<file path="src/rtl/uart_tx.sv">
// uart_tx: transmit serializer between the downstream FIFO and the serial pin.
// It pops bytes from a show-ahead FIFO and frames each one as start, data
// (LSB first), optional parity, and one or two stop bits.
//
// Ports:
//   i_clk, i_rst        clock; synchronous active-high reset
//   i_en                transmitter enable (gates new loads only)
//   i_baud_div          clocks per bit minus 1
//   i_data_bits         0:5 1:6 2:7 3:8 data bits
//   i_parity_en/odd     parity enable / odd select
//   i_stop2             two stop bits when set
//   i_fifo_empty/data   FIFO status and head word
//   o_fifo_read_req     one-cycle pop, asserted in the cycle the head is captured
//   o_tx                serial line, idle high, registered
//   o_busy              frame in progress
//   o_done              one-cycle pulse after the last stop clock
module uart_tx #(
  parameter int unsigned DATA_W     = 8,
  parameter int unsigned BAUD_DIV_W = 16
) (
  input  logic                  i_clk,
  input  logic                  i_rst,
  input  logic                  i_en,
  input  logic [BAUD_DIV_W-1:0] i_baud_div,
  input  logic [1:0]            i_data_bits,
  input  logic                  i_parity_en,
  input  logic                  i_parity_odd,
  input  logic                  i_stop2,
  input  logic                  i_fifo_empty,
  input  logic [DATA_W-1:0]     i_fifo_data,
  output logic                  o_fifo_read_req,
  output logic                  o_tx,
  output logic                  o_busy,
  output logic                  o_done
);

  localparam int unsigned IdxW = (DATA_W > 1) ? $clog2(DATA_W) : 1;

  typedef enum logic [2:0] {StIdle, StStart, StData, StParity, StStop} state_e;

  state_e                state_q, state_d;
  logic [BAUD_DIV_W-1:0] cnt_q, cnt_d;
  logic [BAUD_DIV_W-1:0] div_q, div_d;
  logic [DATA_W-1:0]     data_q, data_d;
  logic [IdxW-1:0]       idx_q, idx_d;
  logic [1:0]            nbits_q, nbits_d;
  logic                  par_en_q, par_en_d;
  logic                  par_bit_q, par_bit_d;
  logic                  stop2_q, stop2_d;
  logic                  stop_idx_q, stop_idx_d;
  logic                  tx_q, tx_d;
  logic                  done_q, done_d;

  logic            bit_end;
  logic            frame_end;
  logic            load;
  logic            par_new;
  logic [IdxW-1:0] last_idx;

  assign bit_end   = (cnt_q == '0);
  assign frame_end = (state_q == StStop) && bit_end && (stop_idx_q == stop2_q);
  assign load      = i_en & ~i_fifo_empty & ~i_rst & ((state_q == StIdle) | frame_end);
  assign last_idx  = IdxW'(4 + int'(nbits_q));

  // Parity over the active data bits only; computed once at load time.
  always_comb begin
    par_new = i_parity_odd;
    for (int i = 0; i < int'(DATA_W); i++) begin
      if (i < 5 + int'(i_data_bits)) begin
        par_new = par_new ^ i_fifo_data[i];
      end
    end
  end

  always_comb begin
    state_d    = state_q;
    cnt_d      = bit_end ? cnt_q : cnt_q - 1'b1;
    div_d      = div_q;
    data_d     = data_q;
    idx_d      = idx_q;
    nbits_d    = nbits_q;
    par_en_d   = par_en_q;
    par_bit_d  = par_bit_q;
    stop2_d    = stop2_q;
    stop_idx_d = stop_idx_q;
    tx_d       = tx_q;
    done_d     = 1'b0;

    unique case (state_q)
      StIdle: begin
        tx_d = 1'b1;
      end
      StStart: begin
        if (bit_end) begin
          state_d = StData;
          idx_d   = '0;
          tx_d    = data_q[0];
          cnt_d   = div_q;
        end
      end
      StData: begin
        if (bit_end) begin
          cnt_d = div_q;
          if (idx_q == last_idx) begin
            if (par_en_q) begin
              state_d = StParity;
              tx_d    = par_bit_q;
            end else begin
              state_d    = StStop;
              tx_d       = 1'b1;
              stop_idx_d = 1'b0;
            end
          end else begin
            // Shift so the next bit to send always sits at data_q[0].
            idx_d  = idx_q + 1'b1;
            data_d = data_q >> 1;
            tx_d   = data_q[1];
          end
        end
      end
      StParity: begin
        if (bit_end) begin
          state_d    = StStop;
          tx_d       = 1'b1;
          stop_idx_d = 1'b0;
          cnt_d      = div_q;
        end
      end
      StStop: begin
        if (bit_end) begin
          if (stop_idx_q != stop2_q) begin
            stop_idx_d = 1'b1;
            cnt_d      = div_q;
          end else begin
            done_d  = 1'b1;
            state_d = StIdle;
            tx_d    = 1'b1;
          end
        end
      end
      default: begin
        state_d = StIdle;
        tx_d    = 1'b1;
      end
    endcase

    // A load overrides the frame-end return to idle, giving back-to-back frames.
    if (load) begin
      state_d    = StStart;
      tx_d       = 1'b0;
      data_d     = i_fifo_data;
      nbits_d    = i_data_bits;
      par_en_d   = i_parity_en;
      par_bit_d  = par_new;
      stop2_d    = i_stop2;
      div_d      = i_baud_div;
      cnt_d      = i_baud_div;
      idx_d      = '0;
      stop_idx_d = 1'b0;
    end
  end

  always_ff @(posedge i_clk) begin
    if (i_rst) begin
      state_q    <= StIdle;
      cnt_q      <= '0;
      div_q      <= '0;
      data_q     <= '0;
      idx_q      <= '0;
      nbits_q    <= '0;
      par_en_q   <= 1'b0;
      par_bit_q  <= 1'b0;
      stop2_q    <= 1'b0;
      stop_idx_q <= 1'b0;
      tx_q       <= 1'b1;
      done_q     <= 1'b0;
    end else begin
      state_q    <= state_d;
      cnt_q      <= cnt_d;
      div_q      <= div_d;
      data_q     <= data_d;
      idx_q      <= idx_d;
      nbits_q    <= nbits_d;
      par_en_q   <= par_en_d;
      par_bit_q  <= par_bit_d;
      stop2_q    <= stop2_d;
      stop_idx_q <= stop_idx_d;
      tx_q       <= tx_d;
      done_q     <= done_d;
    end
  end

  assign o_fifo_read_req = load;
  assign o_tx            = tx_q;
  assign o_busy          = (state_q != StIdle);
  assign o_done          = done_q;

endmodule

</file>
<file path="config.mk">
export PLATFORM = sky130hd
export DESIGN_NAME = uart_tx
export DESIGN_NICKNAME = d
export VERILOG_FILES = /design/src/rtl/uart_tx.sv
export SDC_FILE = /design/constraint.sdc
export NUM_CORES = 1
export LEC_CHECK = 0
export ABC_AREA = 1
export ABC_CLOCK_PERIOD_IN_PS = 2700
export CORE_ASPECT_RATIO = 0.6
export CORE_MARGIN = 3
export CORE_UTILIZATION = 44
export DETAILED_ROUTE_END_ITERATION = 12
export PLACE_DENSITY = 0.73
export SYNTH_ARGS = -nofsm -noshare
export SYNTH_HDL_FRONTEND = slang
export SYNTH_SLANG_ARGS = --single-unit
</file>
<file path="constraint.sdc">
create_clock -name i_clk -period 2.7 [get_ports i_clk]
set_input_delay 0.81 -clock i_clk [delete_from_list [all_inputs] [get_ports i_clk]]
set_output_delay 0.81 -clock i_clk [all_outputs]
set_load 0.005 [all_outputs]
</file>
==> flow_summary.yaml, run 1 <==
outcome:
  outcome: "finished clean"
placement:
  place_area_um2: 3764
  place_ws_ps: -287.3
  hpwl_um: 6718
  port_buffers: 36
  routabilityCongestion: 0.9071
  placed_cells: 654
power_and_ir_drop:
  power_mw: 3.931
  irDropWorstVdd_mv: 0.4379
  p_leak_nw: 1.835
  p_per_area_nw_per_um2: 999.5
clock_tree:
  clk_pin_slew_worst_paths_ps: 70
  cts_root_buf: "clkbuf_16"
  cts_tree: "built"
  cts.sinks: 54
  cts_setup_buffers: 0
  worstSkewPairLatency_ps: 300
  cts_max_level: 2
  clock_path_buffers: 2
  cts-buffers-inserted: 5
timing:
  hold_viol_final: 0
  rsz0062_at_grt: "false"
  worst_slew_pin_slew_ps: 945.4
  finalWorstSetupSlack_ps: 61.61
  finalClockSkew_ps: 4.526
  slew_headroom_pct: 36.97
  tns_ps: 0
  fmax_mhz: 379.0
  period_share_pct: 97.72
  period_minus_slack_ps: 2638
  holdWs_ps: 451.2
  slew_viol_final: 0
  setup_viol: 0
logic_synthesis:
  synthSimpleGateAreaFrac_pct: 45.15
  async_reset_ff_share_pct: 0
  synthMuxAreaShare_pct: 0
  ys_seq_area_share_pct: 32.98
  synth_compound_area_share_pct: 9.809
  synthXorXnorAreaFrac_pct: 2.137
  ys.warnings.count: 0
  synth_top_family_by_area: "simple AND/OR/NAND/NOR gates"
  ys_types: 33
  synth-edff-count: 0
  synthAdderAreaFrac_pct: 0.7634
  synthesis.nets: 554
  syn_area_um2: 3278
  syn_avg_cell_area_um2: 6.316
  ys_ff_latch: 54
  syn_inst: 519
  ys.flop_type: "dfxtp_1"
hold_path:
  min_path_cells: 2
  hold_class: "flip-flop to flip-flop"
drt:
  vias_per_cell: 5.172
  drc_errors: 0
  dr_total_vias: 3424
  first_pass_iters: 4
  drt-initial-drc-count: 210
  routedWlPerCell_um: 13.62
  ant_nets: 0
  postRouteWirelength_um: 9017
worst_setup_path:
  rrSetupSlack_ps: 490
  crit-reg2reg-capture: "idx_q[2]"
  startpoint_type: "input pin"
  crit_fanout: 2
  critPathLaunch: "i_en"
  worst_ep_arrival_time_ps: 1830
  reg2reg_from: "cnt_q[0]"
  ff2ff_path_depth: 10
  crit_path_end: "o_fifo_read_req"
  criticalPathCategory: "input pin to output port"
  cp.required_ps: 1890
  critPathCaptureType: "output port"
finish:
  num-nets-final: 596
  fillers: 713
  utilization_pct: 56.70
  multiInputGateArea_um2: 1906
  diodes: 0
  area_growth_pct: 19.96
  drive_gt1_share_pct: 9.075
  final_common_cell: "nand2_1"
  layout.cells.non_filler: 662
  fin_area_um2: 3933
  seq_area_um2: 1081
  final_cell_mix: "nand2_1 (176), nand3_1 (66), inv_1 (55)"
floorplanning:
  die-area_um2: 8556
  die_h_um: 72.86
  ios: 37
  initial_utilization_pct: 47.27
  die_w_um: 117.4
  coreArea_um2: 6935
  row_count: 23
global_route:
  grt_use_total_pct: 21.57
  grt_start_max_net_pins: 31
  antenna_found_initial: 0
  grt_pass1_vias: 3044
  gr-total-overflow: 0
  grt_pass1_wl_um: 15080
flow_run:
  cap_viol_max_count: 0
## power breakdown
part	switching (mW)	leakage [nW]	total, mW	internal (mW)
sequential	0.174	0.442	1.14	0.966
clock	0.298	0.0781	0.737	0.439
combinational	1.35	1.31	2.05	0.702
total	1.82	1.83	3.93	2.11
## cell usage after synthesis, types with 3 or more instances
| library cell | number | share of area, % |
|---|---|---|
| a21oi_1 | 18 | 2.7 |
| buf_2 | 3 | 0.46 |
| buf_4 | 4 | 0.92 |
| dfxtp_1 | 54 | 33 |
| inv_1 | 55 | 6.3 |
| inv_2 | 5 | 0.57 |
| nand2_1 | 176 | 20 |
| nand3_1 | 66 | 10 |
| nand3_2 | 4 | 1.2 |
| nand4_1 | 13 | 2.5 |
| nor2_1 | 46 | 5.3 |
| nor2_2 | 9 | 1.7 |
| o211ai_1 | 5 | 1.1 |
| o21ai_0 | 24 | 3.7 |
| o21ai_2 | 3 | 0.80 |
| xnor2_1 | 4 | 1.1 |
| xor2_1 | 4 | 1.1 |
## worst min-delay path by stage
stage / slack, ps / to / from
2_1_floorplan: 420 / div_q[0] / div_q[0]
3_3_place_gp: 430 / div_q[2] / div_q[2]
3_5_place_dp: 430 / div_q[1] / div_q[1]
4_1_cts: 450 / div_q[1] / div_q[1]
5_1_grt: 460 / div_q[1] / div_q[1]
6_report: 450 / div_q[10] / div_q[10]
## critical path, cell delays in order
cell and delay [ps]:
clkdlybuf4s50_1 460, nor3b_4 240, nand2_4 70, inv_2 60, clkdlybuf4s15_1 200
## what timing repair did
action | CTS | global route
gates cloned | 0 | 0
gates resized for setup | 4 | 2
hold buffers | 0 | 0
setup endpoints to repair | 1 | 1
pin swaps | 1 | 0
## area by class of cell
class	instances	area share [%]
Sequential cell	54	27.49
Clock buffer	7	3.373
Timing Repair Buffer	46	11.01
Tap cell	100	3.182
Clock inverter	1	0.7636
Inverter	60	5.727
Multi-Input combinational cell	394	48.46
## routing by layer
layer  GRT usage, %  vias to the layer above  part of all wire (%)
met5              0                        -                     0
met4          2.211                        0                  0.14
met3          4.260                        2                   7.1
met2          30.95                      114                    38
met1          34.09                     1556                    55
li1               -                     1752                     -
## sequential cells by signal, indices dropped and copies added (netlist names)
register and flops:
o_tx 1, o_done 1, nbits_q 2, par_en_q 1
stop2_q 1, data_q 8, par_bit_q 1, state_q 3
div_q 16, stop_idx_q 1, cnt_q 16, idx_q 3
## logic make-up after synthesis
logic type	after synthesis
and+or+nand+nor	328
buffers and inverters	71
AOI/OAI and AO/OA	56
DFF	54
xor gates and xnor gates	8
adders and majority gates	2
(Power assumes the default switching activity.)
==> inputs of run 2 (changes only) <==
--- a/config.mk
+++ b/config.mk
@@ -7,7 +7,6 @@
 export LEC_CHECK = 0
 export ABC_AREA = 1
 export ABC_CLOCK_PERIOD_IN_PS = 2700
-export CORE_ASPECT_RATIO = 0.6
 export CORE_MARGIN = 3
 export CORE_UTILIZATION = 44
 export DETAILED_ROUTE_END_ITERATION = 12
==> flow_summary.yaml, run 2 (synthesized netlist as in run 1, its figures left out) <==
drt:
  ant_nets: 0
  drc_errors: 0
  dr_total_vias: 3368
  vias_per_cell: 5.134
  routedWlPerCell_um: 12.43
  first_pass_iters: 4
  drt-initial-drc-count: 211
  postRouteWirelength_um: 8155
clock_tree:
  worstSkewPairLatency_ps: 320
  cts_tree: "built"
  clock_path_buffers: 2
  cts_hold_buffers: 0
  cts_max_level: 2
  cts_root_buf: "clkbuf_8"
  cts-buffers-inserted: 5
  cts.sinks: 54
  cts_setup_buffers: 0
  clk_pin_slew_worst_paths_ps: 90
worst_setup_path:
  criticalPathCategory: "input pin to output port"
  cp.required_ps: 1890
  path_cells: "clkdlybuf4s50_1, nor3b_2, nand2_4, inv_2, clkbuf_2"
  critical_path.top_delay_family: "buffers and inverters"
  max_stage_delay_ps: 450
  critPathCaptureType: "output port"
  cpMaxStageDelayCell: "clkdlybuf4s50_1"
  crit_fanout: 2
  startpoint_type: "input pin"
  crit_buf_inv: 3
  worst_ep_arrival_time_ps: 1740
power_and_ir_drop:
  irDropWorstVdd_mv: 0.3430
  p_per_area_nw_per_um2: 936.8
  pwr-share-clk_pct: 14.6
  p_sw_mw: 1.704
  internal_power_mw: 1.922
  p_comb_share_pct: 54.5
  power_mw: 3.625
  p_leak_nw: 1.811
  p_seq_share_pct: 30.9
  p_sw_share_pct: 47.00
finish:
  drive_gt1_share_pct: 9.286
  layout.cells.non_filler: 656
  final_common_cell: "nand2_1"
  diodes: 0
  final_cell_mix: "nand2_1 (176), nand3_1 (66), inv_1 (55)"
  reg_top3: "cnt_q (16), div_q (16), data_q (8)"
  num-nets-final: 594
  area_growth_pct: 18.05
floorplanning:
  die_w_um: 92.32
  row_count: 30
  die-area_um2: 8522
  ios: 37
  die_h_um: 92.32
  coreArea_um2: 7019
  initial_utilization_pct: 46.70
timing:
  finalClockSkew_ps: 9.966
  setup_viol: 0
  worst_slew_pin_slew_ps: 950.4
  finalWorstSetupSlack_ps: 148.3
  fmax_mhz: 391.9
  period_minus_slack_ps: 2552
  holdWs_ps: 449.1
  slew_headroom_pct: 36.64
  period_share_pct: 94.51
  slew_viol_final: 0
  rsz0062_at_grt: "false"
  hold_viol_final: 0
global_route:
  grt_util_met2_pct: 35.83
  grt_use_total_pct: 19.93
  gr-total-overflow: 0
  met3_usage_pct: 4.305
  met1_usage_pct: 23.55
  gr-max-usage-layer: "met2"
  grt_pass1_wl_um: 13940
  grt_pass1_vias: 3159
  antenna_found_initial: 0
  grt_start_max_net_pins: 31
hold_path:
  hold_class: "flip-flop to flip-flop"
flow_run:
  cap_viol_max_count: 0
placement:
  hpwl_um: 5947
  routabilityCongestion: 0.8343
  place_ws_ps: -272.7
  placed_cells: 648
  port_buffers: 36
outcome:
  outcome: "finished clean"
[run 2: cell count changes in the layout (fill, tap and decap cells not counted), moves of 2 or more]
cell	previous run	this run
clkbuf_16	5	0
dlygate4sd2_1	2	0
clkbuf_8	0	8
clkbuf_1	2	0
buf_4	10	8
[run 2: stage by stage]
stage                     TNS [ps]  utilization (%)  area (µm²)
after floorplan                  0                -        3278
after global placement      -268.2            53.33        3744
after detailed placement    -272.7            53.33        3744
after CTS                        0            54.88        3852
after global routing             0            55.13        3870
final                            0            55.13        3870
[run 2: final timing paths]
check / cells after the start / slack, ps / start / to
setup / recovery: 5 / 150 / i_en / o_fifo_read_req
hold / removal: 2 / 450 / div_q[0] / div_q[0]
setup reg to reg: 10 / 530 / cnt_q[0] / idx_q[2]
hold reg to reg: 2 / 450 / div_q[0] / div_q[0]
[run 2: power by group through the flow]
stage | Clock, mW | Combinational (mW) | Sequential [mW]
after global placement | 0 | 1.89 | 1.14
after global routing | 0.570 | 2.27 | 1.15
after CTS | 0.539 | 1.94 | 1.12
final | 0.530 | 1.97 | 1.12
after detailed placement | 0 | 1.92 | 1.14
after floorplan | 0 | 1.49 | 1.10
[run 2: area by class of cell]
| type | count | area [µm²] |
|---|---|---|
| Multi-Input combinational cell | 394 | 1916 |
| Sequential cell | 54 | 1081 |
| Clock buffer | 8 | 110.1 |
| Inverter | 60 | 225.2 |
| Timing Repair Buffer | 44 | 417.9 |
| Tap cell | 96 | 120.1 |
| Fill cell | 717 | 3149 |
[run 2: what timing repair did]
item / in CTS / in global routing
pin swaps: 2 / 1
gates resized for setup: 1 / 6
setup endpoints to repair: 1 / 1
[run 2: worst reg2reg max path, cell delays in order (launching register included)]
cell     delay (ps)
dfxtp_1         330
inv_1            70
ha_2            240
nand2_1         170
nor2_2          300
nand2_1         320
o21ai_0         160
o21ai_0         180
o21ai_0         200
nand2_1          70
inv_1            70
[run 2: routing by layer]
| layer | share of wire [%] | vias up |
|---|---|---|
| li1 | - | 1754 |
| met1 | 45 | 1524 |
| met2 | 49 | 75 |
| met3 | 4.0 | 15 |
| met4 | 1.9 | 0 |
| met5 | 0 | - |
==> inputs of run 3 (changes only) <==
--- a/config.mk
+++ b/config.mk
@@ -11,6 +11,7 @@
 export CORE_UTILIZATION = 44
 export DETAILED_ROUTE_END_ITERATION = 12
 export PLACE_DENSITY = 0.73
+export SKIP_CTS_REPAIR_TIMING = 1
 export SYNTH_ARGS = -nofsm -noshare
 export SYNTH_HDL_FRONTEND = slang
 export SYNTH_SLANG_ARGS = --single-unit
==> flow_summary.yaml, run 3 (synthesized netlist as in run 1, its figures left out) <==
placement:
  place_ws_ps: -272.7
  port_buffers: 36
  routabilityCongestion: 0.8343
  hpwl_um: 5947
worst_setup_path:
  max_stage_delay_ps: 420
  worst_ep_arrival_time_ps: 1760
  critical_path.top_delay_family: "buffers and inverters"
  cpMaxStageDelayCell: "clkdlybuf4s50_1"
  path_cells: "clkdlybuf4s50_1, nor3b_2, nand2_4, inv_2, dlymetal6s2s_1"
  rrSetupSlack_ps: 560
  startpoint_type: "input pin"
  cp.required_ps: 1890
  critPathCaptureType: "output port"
  crit_fanout: 2
  criticalPathCategory: "input pin to output port"
  crit_buf_inv: 3
finish:
  drive_gt1_share_pct: 9.107
  final_common_cell: "nand2_1"
  area_growth_pct: 17.79
  multiInputGateArea_um2: 1899
  final_cell_mix: "nand2_1 (176), nand3_1 (66), inv_1 (55)"
  diodes: 0
  seq_area_um2: 1081
  num-nets-final: 594
  reg_top3: "cnt_q (16), div_q (16), data_q (8)"
  fillers: 722
timing:
  period_minus_slack_ps: 2572
  setup_viol: 0
  rsz0062_at_grt: "false"
  tns_ps: 0
  slew_headroom_pct: 35.93
  fmax_mhz: 388.8
  period_share_pct: 95.26
  hold_viol_final: 0
  worst_slew_pin_slew_ps: 961.1
  slew_viol_final: 0
  holdWs_ps: 449.3
  finalClockSkew_ps: 8.815
  finalWorstSetupSlack_ps: 128.0
power_and_ir_drop:
  irDropWorstVdd_mv: 0.3392
  power_mw: 3.605
  p_leak_nw: 1.824
  p_per_area_nw_per_um2: 933.8
drt:
  first_pass_iters: 4
  postRouteWirelength_um: 8180
  drc_errors: 0
  ant_nets: 0
  routedWlPerCell_um: 12.47
  dr_total_vias: 3381
  drt-initial-drc-count: 215
  vias_per_cell: 5.154
floorplanning:
  initial_utilization_pct: 46.70
  die-area_um2: 8522
  die_w_um: 92.32
  row_count: 30
  ios: 37
  die_h_um: 92.32
  coreArea_um2: 7019
outcome:
  outcome: "finished clean"
global_route:
  gr-total-overflow: 0
  grt_use_total_pct: 19.93
  grt_pass1_wl_um: 13940
  grt_start_max_net_pins: 31
  grt_pass1_vias: 3159
  antenna_found_initial: 0
clock_tree:
  worstSkewPairLatency_ps: 310
  cts-buffers-inserted: 5
  cts_root_buf: "clkbuf_8"
  cts_max_level: 2
  cts.sinks: 54
  clk_pin_slew_worst_paths_ps: 90
  cts_tree: "built"
  clock_path_buffers: 2
hold_path:
  hold_class: "flip-flop to flip-flop"
flow_run:
  cap_viol_max_count: 0
[run 3: layer usage]
layer / track usage (%) / wire, µm / vias up
li1: - / - / 1747
met1: 23.55 / 3663 / 1544
met2: 35.83 / 4061 / 77
met3: 4.305 / 304 / 13
met4: 6.064 / 151 / 0
met5: 0 / 0 / -
[run 3: worst register-to-register path, delay by kind of cell, from the launching register on]
kind,cells,cell delay [ps]
DFF,1,320
adders and majority gates,1,230
AOI/OAI and AO/OA,3,530
buffers and inverters,2,140
and+or+nand+nor,4,860
[run 3: cell type report]
cell class / instances / area share [%]
clock buffer: 8 / 2.852
inverter: 60 / 5.833
sequential: 54 / 28.00
multi-input combinational: 394 / 49.19
timing repair buffer: 44 / 11.02
tap: 96 / 3.111
[run 3: worst paths after layout]
path                startpoint         endpoint  cells past startpoint
setup / recovery  i_fifo_empty  o_fifo_read_req                      5
hold / removal        div_q[0]         div_q[0]                      2
setup reg to reg      cnt_q[0]         idx_q[2]                     10
hold reg to reg       div_q[0]         div_q[0]                      2
[run 3: power breakdown]
part	switching, mW	internal, mW	total (mW)	leakage (nW)
Clock	0.269	0.260	0.528	0.0575
Combinational	1.27	0.686	1.96	1.32
Sequential	0.156	0.966	1.12	0.442
Total	1.69	1.91	3.61	1.82
[run 3: stage by stage]
stage                     instance area, µm²  std cells  utilization, %
after floorplan                         3278        519               -
after global placement                  3744        648           53.33
after detailed placement                3744        648           53.33
after CTS                               3854        656           54.90
after global routing                    3861        656           55.01
final                                   3861        656           55.01
==> RTL change (config.mk and constraints of run 2) <==
Change the parameter `BAUD_DIV_W` from 16 to 20.
--- a/src/rtl/uart_tx.sv
+++ b/src/rtl/uart_tx.sv
@@ -16,7 +16,7 @@
 //   o_done              one-cycle pulse after the last stop clock
 module uart_tx #(
   parameter int unsigned DATA_W     = 8,
-  parameter int unsigned BAUD_DIV_W = 16
+  parameter int unsigned BAUD_DIV_W = 20
 ) (
   input  logic                  i_clk,
   input  logic                  i_rst,
Interface: changed (resized i_baud_div); port bits go from 37 to 41. The function was not compared with the original's and may differ.
==> RTL change against run 2 <==
- synthesized area grew 12%
- worst hold slack lost 3.1 ps
- design area grew 15%
- clock skew is essentially flat
- first-iteration DRC count grew 4.3%
- total power grew 6.8%
- setup slack lost 110 ps
- sequential share of layout area shrank 0.092 points
- non-clock buffer count grew 13
- core utilization grew 1.1 points
- count of clock-buffer cells in the layout grew 5
- wire length grew 13%
- synthesized cell count grew 12%
- sequential cell count grew 8
- highest routed layer unchanged
==> RTL change: results (changes against run 2) <==
| Metric | Value |
|---|---|
| Status | `completed (unchanged)` |
| Port bufs | `40 (was 36)` |
| Sequential share of the synthesized area | `0.3373 (was 0.3298)` |
| DR iter-0 viols | `220 (was 211)` |
| Buffering overhead | `0.1182 (was 0.1080)` |
| Placer's final routability congestion estimate | `0.9617 (was 0.8343)` |
| CTS H-Tree Depth | `3 (was 2)` |
| Routed wl met3 | `440 µm (was 328 µm)` |
| Fin nets | `678 (was 594)` |
| Wire length on met2 | `4.069 mm (was 4.029 mm)` |
| Worst-Skew Late Latency | `340 ps (was 320 ps)` |
| Pin count of the biggest net entering global routing | `41 (was 31)` |
| GR Layer Usage met1 | `0.2829 (was 0.2355)` |
| # clk buffers | `13 (was 8)` |
| Post-DP HPWL | `6.871 mm (was 5.947 mm)` |
| Met2 global-route usage | `0.3052 (was 0.3583)` |
| Multi-input combinational area share | `0.4774 (was 0.4950)` |
| Met1 wire length | `4.583 mm (was 3.643 mm)` |
| Psw | `1.665 mW (was 1.704 mW)` |
| Vias in the first global route | `3426 (was 3159)` |
| Leak | `2.223 nW (was 1.811 nW)` |
| Clk pwr share | `0.219 (was 0.146)` |
| CP startpoint | `i_rst (was i_en)` |
| Power density over the cells | `868.9 nW/µm² (was 936.8 nW/µm²)` |
| Post-Route WL | `9.239 mm (was 8.155 mm)` |
| Netlist cell types | `30 (was 33)` |
| Filler cells | `788 (was 717)` |
| RR Endpoint | `cnt_q[0] (was idx_q[2])` |
| Reg clk slew, reported paths | `70 ps (was 90 ps)` |
| Fraction of area in clock buffers and inverters | `0.04519 (was 0.02845)` |
| First-pass GRT wire length | `15.79 mm (was 13.94 mm)` |
| Met3 Use GR | `0.03805 (was 0.04305)` |
| Seq pwr | `1.20 mW (was 1.12 mW)` |
| Yosys warning count | `0 (unchanged)` |
| Worst clock skew | `10.35 ps (was 9.966 ps)` |
| #MultiIn Comb | `446 (was 394)` |
| Peak VDD IR | `471.1 µV (was 343.0 µV)` |
| Cells after Synth | `583 (was 519)` |
| Repair and plain buffers | `57 (was 44)` |
| Inverters | `62 (was 60)` |
| Commonest cells in the netlist | `nand2_1 (214), dfxtp_1 (62), nand3_1 (60) (was nand2_1 (176), nand3_1 (66), inv_1 (55))` |
| Cell Count, Final, Fillers Out | `745 (was 656)` |
| Worst-case reg-to-reg path depth | `12 (was 10)` |
| Seq Cell Count | `62 (was 54)` |
| TritonRoute pass-1 iters | `5 (was 4)` |
| Critical path arrival | `1850 ps (was 1740 ps)` |
| Regs by FF count | `cnt_q: 20 flops, div_q: 20 flops, data_q: 8 flops (was cnt_q: 16 flops, div_q: 16 flops, data_q: 8 flops)` |
| Share of layout cells above drive strength 1 | `0.1042 (was 0.09286)` |
| Sequential share of cell area | `0.2784 (was 0.2793)` |
| Inst Count DP | `726 (was 648)` |
==> RTL change: changes by cell type in the layout (fill, tap and decap cells not counted), sizes merged, moves of 4 or more <==
cell,change
a21oi,+5
buf,+9
clkbuf,+4
clkdlybuf4s50,+5
dfxtp,+8
nand2,+41
nand3,-8
nand3b,+4
nand4,+4
nor2,+10
o211ai,-5
o21ai,-4
xor2,+5
==> RTL change: through the flow <==
stage	area (µm²)	worst slack, ps
after detailed placement	4228	-236.2
after CTS	4438	11.51
final	4458	41.01
after floorplan	3680	288.7
after global placement	4228	-226.1
after global routing	4458	-16.83
==> RTL change: worst min-delay path by stage <==
stage / start / to / slack, ps / cells past startpoint
after floorplan: div_q[16] / div_q[16] / 420 / 2
after global placement: div_q[11] / div_q[11] / 430 / 2
after detailed placement: div_q[16] / div_q[16] / 430 / 2
after CTS: div_q[16] / div_q[16] / 450 / 2
after global routing: div_q[16] / div_q[16] / 470 / 2
final: div_q[16] / div_q[16] / 450 / 2
==> RTL change: timing repair <==
item | CTS | global route
pin swaps | 1 | 2
endpoints found under the setup margin | 1 | 1
buffers inserted | 1 | 2
endpoints found under the hold margin | 0 | 0
resized for setup | 2 | 1
==> RTL change: cells by family after synthesis <==
| logic type | after synthesis | synth area share |
|---|---|---|
| buffers and inverters | 75 | 0.08636 |
| DFF | 62 | 0.3373 |
| adders and majority gates | 3 | 0.01020 |
| xor gates and xnor gates | 12 | 0.02856 |
| AOI/OAI and AO/OA | 50 | 0.07107 |
| and+or+nand+nor | 381 | 0.4665 |
==> RTL change: worst max-delay path, cell delays in order <==
cell             delay [ps]
clkdlybuf4s50_1         500
inv_2                    50
nand2_1                  90
nor2_4                   50
nand2_4                  70
inv_2                    30
dlygate4sd2_1           250
